## config.mk

```make
export PLATFORM = sky130hd
export DESIGN_NAME = pixel_merge_buffer
export DESIGN_NICKNAME = d
export VERILOG_FILES = /design/src/rtl/pixel_merge_buffer_pkg.sv /design/src/rtl/pixel_merge_buffer_fifo.sv /design/src/rtl/pixel_merge_buffer.sv
export SDC_FILE = /design/constraint.sdc
export NUM_CORES = 1
export LEC_CHECK = 0
export BUFFER_PORTS_ARGS = -buffer_cell sky130_fd_sc_hd__buf_2
export CAP_MARGIN = 15
export CORE_AREA = 2 2 130 196
export CTS_BUF_LIST = sky130_fd_sc_hd__clkbuf_2 sky130_fd_sc_hd__clkbuf_4 sky130_fd_sc_hd__clkbuf_8
export DETAILED_ROUTE_END_ITERATION = 6
export DIE_AREA = 0 0 132 198
export PLACE_DENSITY_LB_ADDON = 0.1
export SYNTH_ARGS = -nofsm -noshare
export SYNTH_HDL_FRONTEND = slang
export SYNTH_SLANG_ARGS = --single-unit
export TNS_END_PERCENT = 50
```

## constraint.sdc

```tcl
create_clock -name aclk -period 5.89 [get_ports aclk]
set_input_delay 0.589 -clock aclk [delete_from_list [all_inputs] [get_ports aclk]]
set_output_delay 0.589 -clock aclk [all_outputs]
set_load 0.01 [all_outputs]
```

## src/rtl/pixel_merge_buffer_pkg.sv

```systemverilog
// pixel_buffer_pkg: shared types and sizing helper for the pixel merge buffer
package pixel_buffer_pkg;
    typedef enum logic {IDLE, RUN} state_t;
    typedef struct packed {
        logic [7:0] r;
        logic [7:0] g;
        logic [7:0] b;
    } pixel_t;
    function automatic int core_w(input int n);
        return (n > 1) ? $clog2(n) : 1;
    endfunction
endpackage

```

## src/rtl/pixel_merge_buffer_fifo.sv

```systemverilog
// pixel_fifo: per-core synchronous FIFO with registered full/empty flags and a frame clear
module pixel_fifo #(
    parameter int DEPTH = 2,
    parameter int PIX_W = 24
) (
    input  logic             i_clk,
    input  logic             i_rst_n,
    input  logic             i_clr,
    input  logic             i_wr_en,
    input  logic [PIX_W-1:0] i_wr_data,
    input  logic             i_rd_en,
    output logic [PIX_W-1:0] o_rd_data,
    output logic             o_full,
    output logic             o_empty
);
    localparam int AW = $clog2(DEPTH);
    logic [PIX_W-1:0] r_mem [DEPTH];
    logic [AW-1:0] r_wr_ptr, r_rd_ptr;
    logic [AW:0] r_count, w_count_nxt;
    logic r_full, r_empty, w_wr, w_rd;
    assign w_wr = i_wr_en && !r_full && !i_clr;
    assign w_rd = i_rd_en && !r_empty && !i_clr;
    assign w_count_nxt = i_clr ? '0 : r_count + (AW+1)'(w_wr) - (AW+1)'(w_rd);
    // Flags come from the next count so they are registered yet exact
    always_ff @(posedge i_clk or negedge i_rst_n) begin
        if (!i_rst_n) begin
            r_count  <= '0;
            r_wr_ptr <= '0;
            r_rd_ptr <= '0;
            r_full   <= 1'b0;
            r_empty  <= 1'b1;
        end else begin
            r_count  <= w_count_nxt;
            r_wr_ptr <= i_clr ? '0 : r_wr_ptr + AW'(w_wr);
            r_rd_ptr <= i_clr ? '0 : r_rd_ptr + AW'(w_rd);
            r_full   <= w_count_nxt == (AW+1)'(DEPTH);
            r_empty  <= w_count_nxt == '0;
        end
    end
    always_ff @(posedge i_clk) begin
        if (w_wr) r_mem[r_wr_ptr] <= i_wr_data;
    end
    assign o_rd_data = r_mem[r_rd_ptr];
    assign o_full    = r_full;
    assign o_empty   = r_empty;
endmodule

```

## src/rtl/pixel_merge_buffer.sv

```systemverilog
// pixel_merge_buffer: round-robin in-order merge of per-core pixel FIFOs into a framed stream
module pixel_merge_buffer
    import pixel_buffer_pkg::*;
#(
    parameter int NUM_CORES = 4,
    parameter int DEPTH     = 2,
    parameter int PIX_W     = 24,
    parameter int DIM_W     = 16
) (
    input  logic                          aclk,
    input  logic                          aresetn,
    input  logic                          start,
    input  logic [core_w(NUM_CORES)-1:0]  cfg_active_m1,
    input  logic [DIM_W-1:0]              cfg_line_m1,
    input  logic [DIM_W-1:0]              cfg_lines_m1,
    input  logic [NUM_CORES*PIX_W-1:0]    in_pix,
    input  logic [NUM_CORES-1:0]          in_valid,
    output logic [NUM_CORES-1:0]          in_ready,
    output logic [PIX_W-1:0]              out_pix,
    output logic                          out_valid,
    input  logic                          out_ready,
    output logic                          out_sof,
    output logic                          out_eol,
    output logic                          frame_done,
    output logic                          busy
);
    localparam int CW = core_w(NUM_CORES);
    localparam logic [CW-1:0] MAX_M1 = CW'(NUM_CORES - 1);
    state_t r_state, w_state_nxt;
    logic [CW-1:0] r_active_m1, r_cur;
    logic [DIM_W-1:0] r_line_m1, r_lines_m1, r_x, r_y;
    logic [PIX_W-1:0] r_out_pix;
    logic r_out_valid, r_done;
    logic [NUM_CORES-1:0] w_full, w_empty, w_wr, w_rd;
    logic [PIX_W-1:0] w_rd_data [NUM_CORES];
    logic w_run, w_last, w_accept, w_final, w_load, w_eol;
    assign w_run    = r_state == RUN;
    assign w_eol    = r_x == r_line_m1;
    assign w_last   = w_eol && r_y == r_lines_m1;
    assign w_accept = r_out_valid && out_ready;
    assign w_final  = w_run && w_accept && w_last;
    // Once the frame's last pixel sits in the output register nothing more may load
    assign w_load   = w_run && !w_empty[r_cur] && (!r_out_valid || out_ready) && !(r_out_valid && w_last);
    always_comb begin
        w_state_nxt = (!w_run && start) ? RUN : (w_final ? IDLE : r_state);
    end
    always_ff @(posedge aclk or negedge aresetn) begin
        if (!aresetn) r_state <= IDLE;
        else          r_state <= w_state_nxt;
    end
    always_ff @(posedge aclk or negedge aresetn) begin
        if (!aresetn) begin
            r_active_m1 <= '0;
            r_line_m1   <= '0;
            r_lines_m1  <= '0;
        end else if (!w_run && start) begin
            r_active_m1 <= (cfg_active_m1 > MAX_M1) ? MAX_M1 : cfg_active_m1;
            r_line_m1   <= cfg_line_m1;
            r_lines_m1  <= cfg_lines_m1;
        end
    end
    always_ff @(posedge aclk or negedge aresetn) begin
        if (!aresetn) begin
            r_out_pix   <= '0;
            r_out_valid <= 1'b0;
            r_done      <= 1'b0;
            r_cur       <= '0;
            r_x         <= '0;
            r_y         <= '0;
        end else begin
            r_done      <= w_final;
            r_out_valid <= w_load || (r_out_valid && !out_ready);
            if (w_load) r_out_pix <= w_rd_data[r_cur];
            if (w_final) begin
                r_cur <= '0;
                r_x   <= '0;
                r_y   <= '0;
            end else begin
                if (w_load) r_cur <= (r_cur == r_active_m1) ? '0 : r_cur + CW'(1);
                if (w_run && w_accept) begin
                    r_x <= w_eol ? '0 : r_x + DIM_W'(1);
                    r_y <= w_eol ? r_y + DIM_W'(1) : r_y;
                end
            end
        end
    end
    for (genvar i = 0; i < NUM_CORES; i++) begin : g_core
        localparam logic [CW-1:0] IDX = CW'(i);
        assign in_ready[i] = w_run && IDX <= r_active_m1 && !w_full[i];
        assign w_wr[i]     = in_valid[i] && in_ready[i];
        assign w_rd[i]     = w_load && r_cur == IDX;
        pixel_fifo #(.DEPTH(DEPTH), .PIX_W(PIX_W)) u_fifo (
            .i_clk     (aclk),
            .i_rst_n   (aresetn),
            .i_clr     (w_final),
            .i_wr_en   (w_wr[i]),
            .i_wr_data (in_pix[i*PIX_W +: PIX_W]),
            .i_rd_en   (w_rd[i]),
            .o_rd_data (w_rd_data[i]),
            .o_full    (w_full[i]),
            .o_empty   (w_empty[i])
        );
    end
    assign out_pix    = r_out_pix;
    assign out_valid  = r_out_valid;
    assign out_sof    = r_out_valid && r_x == '0 && r_y == '0;
    assign out_eol    = r_out_valid && w_eol;
    assign frame_done = r_done;
    assign busy       = w_run;
endmodule
```

Word-level counts from Yosys, hierarchy flattened
Memories as Yosys holds them, arrays and structs flattened.
Index checks and enable logic that the tools add are counted.
{"block": "totals", "memories": 4, "output_inout_bits": 33, "wordCells": 181, "ff_bits": 119, "ramBits": 192}
{"block": "op_classes", "muxes": 37, "addsub": 19, "reduce_logical": 73, "n_eq_ne": 10, "n_bitwise": 1, "magnitude_cmp": 7}
{"memory": "g_core[0].u_fifo.r_mem", "words": 2, "width": 24, "read_ports": 1, "rd_clocked_by_memory_dff": 0, "write_ports": 1, "line_no": "pixel_merge_buffer_fifo.sv:17", "rtl": "logic [PIX_W-1:0] r_mem [DEPTH];"}
{"memory": "g_core[1].u_fifo.r_mem", "words": 2, "width": 24, "read_ports": 1, "rd_clocked_by_memory_dff": 0, "write_ports": 1, "line_no": "pixel_merge_buffer_fifo.sv:17"}
{"memory": "g_core[2].u_fifo.r_mem", "words": 2, "width": 24, "read_ports": 1, "rd_clocked_by_memory_dff": 0, "write_ports": 1, "line_no": "pixel_merge_buffer_fifo.sv:17"}
{"memory": "g_core[3].u_fifo.r_mem", "words": 2, "width": 24, "read_ports": 1, "rd_clocked_by_memory_dff": 0, "write_ports": 1, "line_no": "pixel_merge_buffer_fifo.sv:17"}
{"operator": "$mux 16", "count": 6}
{"operator": "$bmux 24 s2", "count": 1}
{"operator": "$mux 24", "count": 2}
{"operator": "$logic_and 1x1->1", "count": 45}
{"operator": "$add 16x1->16 const B", "count": 2}
{"operator": "$eq 16x16->1", "count": 2}
{"operator": "$logic_not 16->1", "count": 2}
{"operator": "$mux 1", "count": 19}
{"operator": "$mux 2", "count": 8}
{"operator": "$logic_not 1->1", "count": 14}
{"operator": "$eq 2x2->1 const B", "count": 6}
{"operator": "$logic_not 2->1", "count": 5}
{"operator": "$add 1x1->1", "count": 8}
{"operator": "$add 2x1->2", "count": 4}
{"operator": "$reduce_bool 2->1", "count": 4}
{"operator": "$sub 2x1->2", "count": 4}
{"operator": "$le 1x2->1 const A", "count": 2}
{"operator": "$le 2x2->1 const A", "count": 2}
{"operator": "$ge 3x3->1 const B", "count": 1}
{"operator": "$lt 2x3->1 const B", "count": 1}
{"operator": "$not 2->3", "count": 1}
{"operator": "$add 2x1->2 const B", "count": 1}
{"operator": "$bmux 1 s2", "count": 1}
{"operator": "$eq 2x1->1 const B", "count": 1}
{"operator": "other kinds (4)", "count": 5}

Logic depth before layout (Yosys ltp)
{"block": "logic_depth", "depth_word": 12, "depth_mapped": 13, "mapped_depth_nobuf": 11}

Modules after synthesis
Synthesis repeated with hierarchy kept, for this count alone.
{"block": "hier_totals", "hier_cells": 857, "area_unflattened_um2": 13827.0}
{"module": "pixel_fifo", "seq_area_each_um2": 1592.8, "area_per_inst_um2": 2114.5, "instances": 4, "cells_per_inst": 102}
{"module": "pixel_merge_buffer", "seq_area_each_um2": 2377.3, "area_per_inst_um2": 5368.9, "instances": 1, "cells_per_inst": 449}

Worst setup path after synthesis
Ideal clock, no wire load.
{"block": "synth_timing", "path_kind": "register to register", "from": "register r_y[3]", "to": "memory g_core[1].u_fifo.r_mem[1][0], enable pin", "stages_incl_launch_ff": 11, "path_buffers": 3, "path_slack_ps": 3158, "t_required_ps": 5507, "synth_period_minus_slack_ps": 2732, "arrival_time_ps": 2349, "path_cell_list": "dfrtp_1 -> clkbuf_1 -> xor2_1 -> nor4_1 -> and4_1 -> buf_2 -> nand2b_1 -> nor2_2 -> buf_2 -> nor2_1 -> ha_1"}
{"block": "synth_between", "elab_chain_len": 7}
{"element": "start: declaration", "line_no": "pixel_merge_buffer.sv:31", "rtl": "logic [DIM_W-1:0] r_line_m1, r_lines_m1, r_x, r_y;"}
{"element": "start signal: assignment", "line_no": "pixel_merge_buffer.sv:82", "rtl": "r_y <= w_eol ? r_y + DIM_W'(1) : r_y;"}
{"element": "$eq 16x16->1", "line_no": "pixel_merge_buffer.sv:39", "rtl": "assign w_last = w_eol && r_y == r_lines_m1;"}
{"element": "$logic_and 1x1->1", "line_no": "pixel_merge_buffer.sv:39"}
{"element": "$logic_and 1x1->1", "line_no": "pixel_merge_buffer.sv:41", "rtl": "assign w_final = w_run && w_accept && w_last;"}
{"element": "$logic_not 1->1", "line_no": "pixel_merge_buffer_fifo.sv:21", "rtl": "assign w_wr = i_wr_en && !r_full && !i_clr;"}
{"element": "$logic_and 1x1->1", "line_no": "pixel_merge_buffer_fifo.sv:21"}
{"element": "$mux 1", "line_no": "pixel_merge_buffer_fifo.sv:41", "rtl": "if (w_wr) r_mem[r_wr_ptr] <= i_wr_data;"}
{"element": "$mux 1 (not written as such)", "line_no": "pixel_merge_buffer_fifo.sv:41"}
{"element": "end: declaration", "line_no": "pixel_merge_buffer_fifo.sv:17"}
Every way passes these cells.

Worst setup path in the final report
{"block": "layout_timing", "from": "register r_x[1]", "to": "register g_core[3].u_fifo.r_empty"}
{"block": "layout_between", "elab_chain_len": 11, "elab_cells_between_ends": 15, "cone_classes": "add/sub (2); eq/ne (1); mux (1); reduce/logical (11)"}
{"element": "start: declaration", "line_no": "pixel_merge_buffer.sv:31"}
{"element": "start signal: assignment", "line_no": "pixel_merge_buffer.sv:81", "rtl": "r_x <= w_eol ? '0 : r_x + DIM_W'(1);"}
{"element": "$eq 16x16->1 *", "line_no": "pixel_merge_buffer.sv:38", "rtl": "assign w_eol = r_x == r_line_m1;"}
{"element": "$logic_and 1x1->1 *", "line_no": "pixel_merge_buffer.sv:39"}
{"element": "parallel branches: the longest is 7 deep, another holds $add 2x1->2"}
{"element": "$mux 2 *", "line_no": "pixel_merge_buffer_fifo.sv:23", "rtl": "assign w_count_nxt = i_clr ? '0 : r_count + (AW+1)'(w_wr) - (AW+1)'(w_rd);"}
{"element": "$logic_not 2->1 *", "line_no": "pixel_merge_buffer_fifo.sv:37", "rtl": "r_empty <= w_count_nxt == '0;"}
{"element": "end signal: assignment", "line_no": "pixel_merge_buffer_fifo.sv:31", "rtl": "r_empty <= 1'b1;"}
{"element": "end signal: assignment", "line_no": "pixel_merge_buffer_fifo.sv:37"}
{"element": "end: declaration", "line_no": "pixel_merge_buffer_fifo.sv:20", "rtl": "logic r_full, r_empty, w_wr, w_rd;"}
Mark *: on every way between the ends.
A chain may end at the register's enable or synchronous reset.

==> reports/results.tsv <==
metric	value	unit
outcome	complete, no violations	
postCtsHoldBufs	0	
critical_path_arrival	4300	ps
track_usage	22.38	%
antennaDiodeCount	0	
rsz0062_at_grt	no	
cts_setup_buffers	0	
vias	7607	
io_buffers	170	
p_leak	6.656	nW
grt_antenna_before_repair	0	
tns	0	ps
setup_viol	0	
rr_worst_depth	11	
finalHoldViolCount	0	
die_area	26140	um2
grt_pass1_vias	8016	
place_area	14440	um2
synth_warnings	0	
drv_cap	0	
pin_count	171	
grt_pass1_wl	43860	um
clockBufferDepth	3	
pre_cts_ws	2124	ps
synth_area_leaders	edfxtp_1 43%, dfrtp_1 22%, mux2i_1 9.4%	
slew_viol_final	0	
drc	0	
cp_max_fo	18	
switching_share	31.25	%
fmax	264.5	MHz
core_area	24610	um2
required	6410	ps
timing.final.crit_share	64.20	%
p_int	4.664	mW
synth_top_cell_by_area	edfxtp_1	
row_count	71	
grt_max_degree	72	
tightest_slew	990.1	ps
p_comb_share	27.2	%
finalCriticalPeriod	3781	ps
critPathKind	reg -> reg	
gp_congestion	0.8495	
overflow	0	
clk_pin_slew	70	ps
yosysTopAreaCellShare	43.48	%
die_w	132	um
routed_wl	28660	um
vdd_ir_drop_max	269.8	uV
synthDistinctLibCells	45	
die-height	198	um
area_growth_syn_to_layout	15.97	%
via_per_inst	5.316	
dr.pass1.iters	5	
clockRootBuffer	clkbuf_8	
fin_hold_ws	169.0	ps
initial_core_util	53.89	%
power_density	441.2	nW/um2
critPathLaunchType	register	
avgSynthCellArea	15.19	um2
syn_nets	1035	
synth_seq_cells	311	
cts.sinks	311	
cts_buffers	46	
dp_hpwl	19220	um
antenna_left	0	
p_sw	2.120	mW
setup_ws	2109	ps
clk_latency	580	ps
ctsResizeCount	0	
htree_num_levels	2	
p_total	6.784	mW
drive_gt1_share	30.64	%
mostFrequentLayoutCell	edfxtp_1	
pwr-share-clk	26.1	%
hold_path_class	in -> async	
maxSlewHeadroom	33.90	%
p_seq_share	46.7	%
first_iter_violations	370	
stdcell_area	15380	um2
layout_common_cells	192 x edfxtp_1, 169 x buf_2, 125 x mux2i_1	
synth-seq-area-share	65.97	%
post_drt_wl_per_cell	20.03	um
cts_tree	done	
endpoint_kind	register	
skew	24.50	ps
synthesis.area	13260	um2
fin_nets	1227	
syn_inst	873	
[path summary, 6_finish.rpt]
path	from	to	slack (ps)
max	r_x[1]$_DFFE_PN0P_	g_core[3].u_fifo.o_empty$_DFF_PN1_	2110
min	aresetn	r_lines_m1[0]$_DFFE_PN0P_	170
max reg2reg	r_x[1]$_DFFE_PN0P_	g_core[3].u_fifo.o_empty$_DFF_PN1_	2110
min reg2reg	out_pix[2]$_DFFE_PN0N_	out_pix[2]$_DFFE_PN0N_	520
max in group asynchronous	aresetn	out_pix[7]$_DFFE_PN0N_	4500
min in group aclk	in_pix[12]	g_core[0].u_fifo.r_mem[0][12]$_DFFE_PP_	200
[cell usage after synthesis, drive strengths merged]
library cell,count
and4,4
a22oi,1
mux4,25
a21o,5
nor2b,2
nand4,8
xor2,46
xnor2,15
and3,8
buf,23
edfxtp,192
nor4bb,1
a21oi,6
o31ai,4
and2,2
mux2i,125
mux2,33
nor3,8
or2,2
o22a,2
nor2,55
nand2,20
ha,24
nand3,21
dfstp,4
o21ai,23
nor3b,3
clkinv,2
nor4,16
dfrtp,115
nor4b,2
a31oi,3
clkbuf,15
inv,50
nand2b,8
[kinds of logic (layout without fill, tap and decap cells)]
group           Yosys count  in the layout  synth area share [%]
mux                     183            183                 16.48
xor+xnor                 61             61                 4.029
simple gates            160            160                 6.360
flops                   311            311                 65.97
compound gates           44             44                 2.019
fa+ha+maj                24             24                 2.265
buf+inv                  90            320                 2.868
[sequential cells by signal, summed over array words and instances (netlist names), 8 cells and up]
name,flops
out_pix,24
r_x,16
g_core.u_fifo.r_mem,192
r_y,16
g_core.u_fifo.r_count,8
r_lines_m1,16
r_line_m1,16
[cell type report]
type | count | area [um2]
Clock buffer | 68 | 804.5
Inverter | 52 | 195.2
Fill cell | 1888 | 9229
Timing Repair Buffer | 182 | 943.4
Multi-Input combinational cell | 472 | 4134
Clock inverter | 18 | 137.6
Sequential cell | 311 | 8753
Tap cell | 328 | 410.4
[power by group through the flow]
stage / Clock, mW / Combinational (mW) / Sequential, mW
6_report: 1.77 / 1.85 / 3.17
5_1_grt: 1.92 / 2.03 / 3.22
4_1_cts: 1.82 / 1.89 / 3.18
3_5_place_dp: 0 / 1.88 / 3.22
3_3_place_gp: 0 / 1.86 / 3.21
2_1_floorplan: 0 / 1.48 / 2.99
[metal layers]
layer  up-vias  global-route usage [%]  part of all wire [%]
met4         0                   8.213                   2.7
met3        44                   3.712                   4.3
li1       3575                       -                     -
met1      3780                   25.73                    38
met2       208                   41.80                    55
met5         -                       0                     0
[worst max-delay path: stages, from the launching register on]
cell and delay [ps]:
dfrtp_1 420, xor2_1 180, nor4_1 460, nand4_2 480, nand2b_1 410, nor2_2 600, buf_4 340, nor2_1 110
ha_1 200, xor2_1 150, xnor2_1 230, a21o_1 150
[through the flow]
| stage | util (%) | std cells |
|---|---|---|
| CTS | 62.50 | 1431 |
| global route | 62.50 | 1431 |
| floorplan | - | 873 |
| global placement | 58.67 | 1345 |
| finish | 62.50 | 1431 |
| detailed placement | 58.67 | 1345 |
No activity file was read; power rests on OpenSTA's default activity.
